===== config.mk =====
export PLATFORM = sky130hd
export DESIGN_NAME = spi_slave_responder
export DESIGN_NICKNAME = d
export VERILOG_FILES = /design/src/rtl/spi_slave_responder_pkg.sv /design/src/rtl/spi_slave_responder_input_sync.sv /design/src/rtl/spi_slave_responder.sv
export SDC_FILE = /design/constraint.sdc
export NUM_CORES = 1
export LEC_CHECK = 0
export CORE_MARGIN = 2
export CORE_UTILIZATION = 55
export CTS_BUF_LIST = sky130_fd_sc_hd__clkbuf_16
export DETAILED_ROUTE_END_ITERATION = 16
export PLACE_DENSITY = 0.87
export SYNTH_ARGS = -nofsm -noshare
export SYNTH_HDL_FRONTEND = slang
export SYNTH_SLANG_ARGS = --single-unit

===== constraint.sdc =====
create_clock -name clk -period 3.1 [get_ports clk]
set_input_delay 0.465 -clock clk [delete_from_list [all_inputs] [get_ports clk]]
set_output_delay 0.465 -clock clk [all_outputs]
set_load 0.01 [all_outputs]

===== src/rtl/spi_slave_responder_pkg.sv =====
// ============================================================================
// Module : spi_slave_responder_pkg
// Brief  : Shared SPI mode encodings, FSM state type and width defaults.
// Rev    : 1.0  initial release
// ============================================================================
`default_nettype none

package spi_slave_responder_pkg;

    localparam int DATA_W_DEF = 32;

    // SPI modes encoded as {CPOL, CPHA}
    localparam logic [1:0] MODE0 = 2'b00;
    localparam logic [1:0] MODE1 = 2'b01;
    localparam logic [1:0] MODE2 = 2'b10;
    localparam logic [1:0] MODE3 = 2'b11;

    typedef enum logic [1:0] {
        ST_IDLE   = 2'b00,
        ST_ARMED  = 2'b01,
        ST_ACTIVE = 2'b10
    } state_t;

endpackage

`default_nettype wire


===== src/rtl/spi_slave_responder_input_sync.sv =====
// ============================================================================
// Module : spi_input_sync
// Brief  : Multi-flop synchronizer with history flop and rise/fall pulses.
// Rev    : 1.0  initial release
// ============================================================================
`default_nettype none

module spi_input_sync #(
    parameter int   SYNC_STAGES = 2,
    parameter logic RESET_VAL   = 1'b0
) (
    input  logic clk,
    input  logic reset_n,
    input  logic i_async,
    output logic o_sync,
    output logic o_rise,
    output logic o_fall
);

    logic [SYNC_STAGES-1:0] r_sync;
    logic                   r_hist;

    always_ff @(posedge clk or negedge reset_n) begin
        if (!reset_n) begin
            r_sync <= {SYNC_STAGES{RESET_VAL}};
            r_hist <= RESET_VAL;
        end else begin
            r_sync <= {r_sync[SYNC_STAGES-2:0], i_async};
            r_hist <= r_sync[SYNC_STAGES-1];
        end
    end

    assign o_sync = r_sync[SYNC_STAGES-1];
    assign o_rise =  r_sync[SYNC_STAGES-1] & ~r_hist;
    assign o_fall = ~r_sync[SYNC_STAGES-1] &  r_hist;

endmodule

`default_nettype wire


===== src/rtl/spi_slave_responder.sv =====
// ============================================================================
// Module : spi_slave_responder
// Brief  : SPI slave, all CPOL/CPHA modes, 1..DATA_W bit frames, MSB first.
// Rev    : 1.0  initial release
// ============================================================================
`default_nettype none

module spi_slave_responder
    import spi_slave_responder_pkg::*;
#(
    parameter int DATA_W      = DATA_W_DEF,
    parameter int SYNC_STAGES = 2
) (
    input  logic              clk,
    input  logic              reset_n,
    input  logic              spi_clk_polarity,
    input  logic              spi_clk_phase,
    input  logic [7:0]        data_len,
    input  logic              spi_cs,
    input  logic              spi_clk,
    input  logic              spi_mosi,
    output logic              spi_miso,
    output logic              spi_miso_oe,
    input  logic [DATA_W-1:0] tx_data,
    output logic              tx_taken,
    output logic [DATA_W-1:0] rx_data,
    output logic              rx_valid,
    output logic              frame_error
);

    localparam int CNT_W   = $clog2(DATA_W + 1);
    localparam int FLUSH_W = $clog2(SYNC_STAGES + 1);

    logic w_cs_sync, w_cs_rise, w_cs_fall;
    logic w_clk_sync, w_clk_rise, w_clk_fall;
    logic [SYNC_STAGES-1:0] r_mosi_sync;
    logic w_mosi;

    spi_input_sync #(.SYNC_STAGES(SYNC_STAGES), .RESET_VAL(1'b1)) u_cs_sync (
        .clk     (clk),
        .reset_n (reset_n),
        .i_async (spi_cs),
        .o_sync  (w_cs_sync),
        .o_rise  (w_cs_rise),
        .o_fall  (w_cs_fall)
    );

    spi_input_sync #(.SYNC_STAGES(SYNC_STAGES), .RESET_VAL(1'b0)) u_clk_sync (
        .clk     (clk),
        .reset_n (reset_n),
        .i_async (spi_clk),
        .o_sync  (w_clk_sync),
        .o_rise  (w_clk_rise),
        .o_fall  (w_clk_fall)
    );

    always_ff @(posedge clk or negedge reset_n) begin
        if (!reset_n) r_mosi_sync <= '0;
        else          r_mosi_sync <= {r_mosi_sync[SYNC_STAGES-2:0], spi_mosi};
    end
    assign w_mosi = r_mosi_sync[SYNC_STAGES-1];

    // The cs synchronizer resets to "deselected"; hold off leaving IDLE until
    // it carries a real pin sample, or a held-low cs would look like a new frame.
    logic [FLUSH_W-1:0] r_flush;
    logic               w_sync_ready;
    assign w_sync_ready = (r_flush == FLUSH_W'(SYNC_STAGES));

    always_ff @(posedge clk or negedge reset_n) begin
        if (!reset_n)          r_flush <= '0;
        else if (!w_sync_ready) r_flush <= r_flush + FLUSH_W'(1);
    end

    // Leading edge leaves the CPOL level, trailing edge returns to it.
    logic w_clk_edge, w_lead, w_trail, w_sample, w_shift;
    assign w_clk_edge = w_clk_rise | w_clk_fall;
    assign w_lead     = w_clk_edge & (w_clk_sync != spi_clk_polarity);
    assign w_trail    = w_clk_edge & (w_clk_sync == spi_clk_polarity);

    always_comb begin
        w_sample = 1'b0;
        w_shift  = 1'b0;
        case ({spi_clk_polarity, spi_clk_phase})
            MODE0, MODE2: begin w_sample = w_lead;  w_shift = w_trail; end
            MODE1, MODE3: begin w_sample = w_trail; w_shift = w_lead;  end
            default:      begin w_sample = 1'b0;    w_shift = 1'b0;    end
        endcase
    end

    state_t r_state, w_state_nxt;
    logic   w_start, w_end;

    always_ff @(posedge clk or negedge reset_n) begin
        if (!reset_n) r_state <= ST_IDLE;
        else          r_state <= w_state_nxt;
    end

    always_comb begin
        w_state_nxt = r_state;
        w_start     = 1'b0;
        w_end       = 1'b0;
        case (r_state)
            ST_IDLE:   if (w_sync_ready && w_cs_sync) w_state_nxt = ST_ARMED;
            ST_ARMED:  if (w_cs_fall) begin
                           w_state_nxt = ST_ACTIVE;
                           w_start     = 1'b1;
                       end
            ST_ACTIVE: if (w_cs_rise) begin
                           w_state_nxt = ST_ARMED;
                           w_end       = 1'b1;
                       end
            default:   w_state_nxt = ST_IDLE;
        endcase
    end

    logic [CNT_W-1:0]  w_eff_len;
    logic [CNT_W-1:0]  r_len, r_bit_cnt;
    logic [DATA_W-1:0] r_tx_sr, r_rx_sr, r_rx_data;
    logic              r_overrun, r_tx_taken, r_rx_valid, r_frame_error;
    logic              w_edge_ok, w_bit_full;

    assign w_eff_len  = (data_len == 8'd0 || int'(data_len) > DATA_W)
                        ? CNT_W'(DATA_W) : CNT_W'(data_len);
    // A cs rise in the same cycle as a clock edge ends the frame; the edge is dropped.
    assign w_edge_ok  = (r_state == ST_ACTIVE) && !w_cs_rise;
    assign w_bit_full = (r_bit_cnt == r_len);

    always_ff @(posedge clk or negedge reset_n) begin
        if (!reset_n) begin
            r_len         <= CNT_W'(DATA_W);
            r_bit_cnt     <= '0;
            r_tx_sr       <= '0;
            r_rx_sr       <= '0;
            r_rx_data     <= '0;
            r_overrun     <= 1'b0;
            r_tx_taken    <= 1'b0;
            r_rx_valid    <= 1'b0;
            r_frame_error <= 1'b0;
        end else begin
            r_tx_taken    <= 1'b0;
            r_rx_valid    <= 1'b0;
            r_frame_error <= 1'b0;
            if (w_start) begin
                r_len      <= w_eff_len;
                r_tx_sr    <= tx_data;
                r_tx_taken <= 1'b1;
                r_bit_cnt  <= '0;
                r_rx_sr    <= '0;
                r_overrun  <= 1'b0;
            end else if (w_end) begin
                if (w_bit_full && !r_overrun) begin
                    r_rx_data  <= r_rx_sr;
                    r_rx_valid <= 1'b1;
                end else begin
                    r_frame_error <= 1'b1;
                end
            end else if (w_edge_ok) begin
                if (w_sample) begin
                    r_rx_sr <= {r_rx_sr[DATA_W-2:0], w_mosi};
                    if (w_bit_full) r_overrun <= 1'b1;
                    else            r_bit_cnt <= r_bit_cnt + CNT_W'(1);
                end
                // With CPHA=1 the first leading edge finds bit len-1 already on the pin.
                if (w_shift && (r_bit_cnt != '0 || !spi_clk_phase))
                    r_tx_sr <= r_tx_sr << 1;
            end
        end
    end

    logic [DATA_W-1:0] w_msb_sel;
    assign w_msb_sel   = DATA_W'(1) << (r_len - CNT_W'(1));

    assign spi_miso    = (r_state == ST_ACTIVE) && (|(r_tx_sr & w_msb_sel));
    assign spi_miso_oe = (r_state == ST_ACTIVE);
    assign tx_taken    = r_tx_taken;
    assign rx_data     = r_rx_data;
    assign rx_valid    = r_rx_valid;
    assign frame_error = r_frame_error;

endmodule

`default_nettype wire


==> flow_summary.yaml, run 1 <==
route:
  drtIter0Drc: 317
  wl_per_cell_um: 18.0
  vias: 4459
  drt-total-wl_mm: 14.1
  drtAntennaViolNets: 0
  routed_via_density: 5.67
  drcViolationCount: 0
  first_pass_iters: 5
logic_synthesis:
  synth.area.top_cells: "dfrtp_1, nand2_1, mux2_4"
  synth_top_cell_by_area: "dfrtp_1"
  async_flop_share_pct: 100
  yosys.area_share.adder_pct: 1.07
  synth-edff-count: 0
  ys_types: 53
  synth_xor_xnor_area_share_pct: 1.34
  syn_nets: 609
  synthFlopType: "dfrtp_1"
  ys_seq_area_share_pct: 52.9
  post-synth-top-count-cell: "nand2_1"
  syn_inst: 557
  synth.mux.area_fraction_pct: 16.5
  synth_top_family_by_area: "simple AND/OR/NAND/NOR gates"
  netlist_area_um2: 5870
  syn_area_per_cell_um2: 10.5
  synth_compound_gate_area_share_pct: 5.61
  synth-simple-area-share_pct: 19.1
  synth_top_cells_by_count: "nand2_1, dfrtp_1, nand3_1, mux2_2, mux2_4"
  synth.ff_latch_count: 124
  yosysWarnings: 0
  synth_top_area_share_pct: 51.2
die:
  chipHeight_um: 107
  boundaryPins: 84
  die_w_um: 107
  floorplan.initialDensity_pct: 56.9
  dieArea_um2: 11500
  core_um2: 10300
  rows: 37
timing:
  slew_violations: 0
  setup_violations: 0
  tightestPinTransition_ns: 0.830
  post-route-period-util_pct: 97.3
  whs_ns: 0.142
  clock_skew_ns: 0.00990
  hold_violations: 0
  max_freq_ghz: 0.332
  fin_crit_ns: 3.02
  timing.slew.headroom_pct: 44.6
pwr:
  power.share.switching_pct: 29.4
  p_leak_nw: 3.64
  clkPwrFrac_pct: 38.5
  p_per_area_nw_per_um2: 666
  ir_drop_v: 0.000423
  intPower_w: 0.00352
  power.switching_w: 0.00147
  p_seq_share_pct: 41.6
  power_frac_comb_pct: 19.9
clocking:
  numCtsBuffers: 17
  clock_sinks: 124
  cts_tree: "built"
  cts.htree.levels: 4
  clkSlewWorstSetupHoldPaths_ns: 0.06
  holdBufCountCts: 0
  insertion_delay_ns: 0.41
  root_buffer: "clkbuf_16"
  clockBufferDepth: 2
global_route:
  grt_pass1_vias: 4636
  grt_usage_pct: 26.2
  top_usage_layer: "met2"
  met2_usage_pct: 42.2
  overflow: 0
  antenna_found_initial: 0
  grtUsageMet1_pct: 34.4
  grt_max_degree: 82
  grtUsageMet3_pct: 6.48
  grt_pass1_wl_mm: 23.3
placement:
  dp.cells: 754
  gp_congestion: 0.972
  dpl.hpwl_mm: 8.69
  io_buffers: 83
  place_area_um2: 6850
layout:
  syn_to_final_growth_pct: 27.5
  antenna_cells: 0
  drive_gt1_share_pct: 19.5
  stdcell_area_um2: 7490
  nNetsFinal: 690
  nFillCells: 698
  fin_util_pct: 72.5
  instances_no_fill: 787
run_status:
  status: "complete, no violations"
setup_path:
  critPathKind: "reg -> out"
  crit_end: "spi_miso"
  cp_max_fo: 17
  startpoint_type: "flip-flop"
  end_kind: "output port"
  r2r-end: "rx_data[28]$_DFFE_PN0P_"
  crit_arrival_ns: 2.55
  rrSetupSlack_ns: 0.63
  cp-startpoint: "r_len[1]$_DFFE_PN0P_"
  required_ns: 2.63
  rr_worst_depth: 7
  r2r_start: "r_len[1]$_DFFE_PN0P_"
worst_hold_path:
  hp-class: "in -> async"
run:
  drv_cap: 0
-- metrics by stage --
stage	setup WS [ns]	setup TNS [ns]	power (W)
final	0.0838	0	0.00499
after global routing	-0.0319	-0.0319	0.00521
after CTS	0.0442	0	0.00498
after detailed placement	0.188	0	0.00302
after global placement	0.349	0	0.00297
after floorplan	0.330	0	0.00269
-- final cells by class --
cell class	instances	area, um2	area share, %
tap	136	170	2.27
clock buffer	17	425	5.68
sequential	124	3110	41.6
multi-input combinational	387	2640	35.2
clock inverter	15	146	1.96
inverter	13	48.8	0.652
timing repair buffer	95	946	12.6
-- repair_timing --
| item | 4_1_cts | 5_1_grt |
|---|---|---|
| gates resized for setup | 6 | 9 |
| pin swaps | 0 | 1 |
| endpoints found under the setup margin | 1 | 1 |
| buffers inserted | 0 | 1 |
-- layer usage --
layer / part of all wire, % / up-vias
li1: - / 2054
met1: 43 / 2214
met2: 49 / 168
met3: 5.8 / 23
met4: 2.5 / 0
met5: 0 / -
-- placed cells by master, fill, tap and decap left out, types with 7 or more instances in the layout --
master / instances
clkdlybuf4s50_1: 81
xor2_1: 7
mux2_2: 34
buf_4: 10
mux2_4: 29
inv_1: 14
o21ai_0: 9
nand2b_1: 9
nor2_1: 8
nand3_1: 35
mux2i_1: 13
nand2_1: 172
clkbuf_16: 17
dfrtp_1: 116
-- worst max-delay path, cell delays in order, from the launching register on --
cell and delay [ns]:
dfrtp_2 0.45, buf_6 0.18, or4_4 0.56, nand4_1 0.14, nand4_1 0.14, o32ai_2 0.28, nand2_1 0.11, dlygate4sd2_1 0.29
-- registers in the layout (all words and copies together), names as in the netlist, 2 cells and up --
register           flops
r_bit_cnt              6
r_flush                2
r_len                  6
r_mosi_sync            2
r_rx_sr               32
r_state                2
r_tx_sr               32
rx_data               32
u_clk_sync.r_sync      2
u_cs_sync.r_sync       2
-- power groups by stage --
| stage | Sequential [W] | Clock, W | Combinational (W) |
|---|---|---|---|
| global route | 0.00210 | 0.00202 | 0.00109 |
| detailed placement | 0.00208 | 0 | 0.000939 |
| CTS | 0.00206 | 0.00195 | 0.000968 |
| floorplan | 0.00199 | 0 | 0.000701 |
| finish | 0.00207 | 0.00192 | 0.000993 |
| global placement | 0.00207 | 0 | 0.000901 |
-- kinds of logic (layout without fill, tap and decap cells) --
family | count (synthesis) | after routing
DFF | 124 | 124
muxes | 77 | 77
adders and majority gates | 5 | 5
buffers and inverters | 46 | 140
AOI/OAI and AO/OA | 45 | 45
and+or+nand+nor | 251 | 251
xor gates and xnor gates | 9 | 9
-- worst min-delay path by stage --
stage / from / endpoint / slack (ns) / cells after the start
3_3_place_gp: r_mosi_sync[0]$_DFF_PN0_ / r_mosi_sync[1]$_DFF_PN0_ / 0.34 / 0
6_report: reset_n / r_tx_sr[7]$_DFFE_PN0P_ / 0.14 / 1
2_1_floorplan: reset_n / frame_error$_DFF_PN0_ / 0.17 / 0
4_1_cts: reset_n / r_tx_sr[19]$_DFFE_PN0P_ / 0.16 / 1
5_1_grt: reset_n / frame_error$_DFF_PN0_ / 0.21 / 1
3_5_place_dp: r_mosi_sync[0]$_DFF_PN0_ / r_mosi_sync[1]$_DFF_PN0_ / 0.34 / 0
(Power assumes the default switching activity.)
==> run 2, diff against run 1 <==
ABC_CLOCK_PERIOD_IN_PS = 3100   (was unset)
SETUP_SLACK_MARGIN = 0.3   (was unset)
==> run 2 against run 1 <==
Compared with the run above:
- clock power hardly changed
- hold slack worse by 0.00081 ns
- power is 0.44% higher
- count of clock-buffer cells in the layout stayed put
- non-clock buffer count is 5 higher
- critical endpoint unchanged
- clock skew hardly changed
- combinational power hardly changed
- critical path depth stayed put
- fmax is 9.5% higher
- setup slack better by 0.26 ns
==> flow_summary.yaml, run 2 (same netlist as run 1, synthesis figures left out) <==
run_status:
  status: "complete, no violations"
clocking:
  insertion_delay_ns: 0.41
  root_buffer: "clkbuf_16"
  clock_sinks: 124
  clkSlewWorstSetupHoldPaths_ns: 0.05
  holdBufCountCts: 0
  cts.htree.levels: 4
  numCtsBuffers: 17
  cts_tree: "built"
  clockBufferDepth: 2
timing:
  final.setup.tns_ns: 0
  max_freq_ghz: 0.363
  slew_violations: 0
  setup_slack_ns: 0.346
  timing.slew.headroom_pct: 45.0
  tightestPinTransition_ns: 0.826
  hold_violations: 0
  fin_crit_ns: 2.75
  setup_violations: 0
  post-route-period-util_pct: 88.9
  rsz0062_at_grt: "yes"
  clock_skew_ns: 0.00989
placement:
  dpl.hpwl_mm: 8.69
  gp_congestion: 0.972
  io_buffers: 83
  post-place-ws_ns: 0.188
route:
  first_pass_iters: 5
  wl_per_cell_um: 18.1
  drtAntennaViolNets: 0
  drtIter0Drc: 359
  drt-total-wl_mm: 14.3
  vias: 4526
  routed_via_density: 5.71
  drcViolationCount: 0
layout:
  nFillCells: 684
  most-common-layout-cells: "nand2_1, dfrtp_1, clkdlybuf4s50_1"
  syn_to_final_growth_pct: 28.6
  drive_gt1_share_pct: 21.0
  nNetsFinal: 695
  final_common_cell: "nand2_1"
  antenna_cells: 0
die:
  rows: 37
  dieArea_um2: 11500
  die_w_um: 107
  chipHeight_um: 107
  core_um2: 10300
  floorplan.initialDensity_pct: 56.9
  boundaryPins: 84
global_route:
  grt_usage_pct: 26.6
  grt_pass1_vias: 4676
  grt_max_degree: 82
  grt_pass1_wl_mm: 23.6
  overflow: 0
  antenna_found_initial: 0
pwr:
  ir_drop_v: 0.000422
  power.total_w: 0.00501
  p_per_area_nw_per_um2: 664
  p_leak_nw: 3.66
setup_path:
  critPathKind: "reg -> out"
  crit_path_max_incr_delay_ns: 0.56
  slowest_stage: "or4_4"
  cp_max_fo: 4
  cpMostUsedCell: "nand4_1"
  required_ns: 2.63
  end_kind: "output port"
  rrSetupSlack_ns: 0.49
  crit_chain: "buf_4 -> or4_4 -> nand4_1 -> nand4_1 -> o32ai_2 -> nand2_1 -> buf_2"
  crit_arrival_ns: 2.29
  startpoint_type: "flip-flop"
run:
  drv_cap: 0
worst_hold_path:
  hp-class: "in -> async"
-- run 2: through the flow --
step / std cells / cell area (um2) / hold WS (ns) / utilization (%)
floorplan: 557 / 5870 / 0.169 / -
global placement: 754 / 6850 / 0.336 / 66.4
detailed placement: 754 / 6850 / 0.337 / 66.4
CTS: 790 / 7500 / 0.164 / 72.6
global route: 792 / 7550 / 0.203 / 73.1
finish: 792 / 7550 / 0.141 / 73.1
-- run 2: worst paths after layout --
check / startpoint / endpoint / depth (start not counted)
max in group asynchronous: reset_n / r_len[5]$_DFFE_PN1P_ / 2
max reg2reg: r_len[1]$_DFFE_PN0P_ / rx_data[28]$_DFFE_PN0P_ / 8
min reg2reg: r_mosi_sync[0]$_DFF_PN0_ / r_mosi_sync[1]$_DFF_PN0_ / 0
min: reset_n / r_tx_sr[7]$_DFFE_PN0P_ / 1
max: r_len[0]$_DFFE_PN0P_ / spi_miso / 7
min in group clk: r_mosi_sync[0]$_DFF_PN0_ / r_mosi_sync[1]$_DFF_PN0_ / 0
-- run 2: final cells by class --
cell class,instances,area [um2],area share (%)
sequential,124,3110,41.2
multi-input combinational,387,2660,35.2
timing repair buffer,100,983,13.0
clock buffer,17,425,5.64
tap,136,170,2.25
clock inverter,15,146,1.94
inverter,13,48.8,0.647
-- run 2: timing repair --
item	in CTS	in global routing
pin swaps	1	6
resized for setup	17	8
endpoints found under the setup margin	1	1
setup buffers	4	2
-- run 2: layer usage --
layer	global-route usage, %	up-vias	wire length [um]
met5	0	-	0
met4	9.83	0	342
met3	7.14	25	903
met2	42.9	187	7040
met1	34.7	2245	6020
li1	-	2069	-
-- run 2: worst max-delay path, delay by kind of cell, from the launching register on --
| family | cells | cell delay (ns) |
|---|---|---|
| flip-flops | 1 | 0.44 |
| AND/OR/NAND/NOR | 4 | 0.91 |
| AO/OA/AOI/OAI | 1 | 0.22 |
| buffers and inverters | 2 | 0.32 |
-- run 2: report_power, final --
group	leakage (nW)	total (W)	internal, W	switching [W]
Combinational	1.73	0.00102	0.000512	0.000509
Clock	0.274	0.00192	0.00118	0.000741
Sequential	1.66	0.00207	0.00184	0.000228
==> run 3, diff against run 2 <==
SLEW_MARGIN = 10   (was unset)
==> results of run 3 <==
No change in the layout: final DEF, timing and power equal those of run 2.
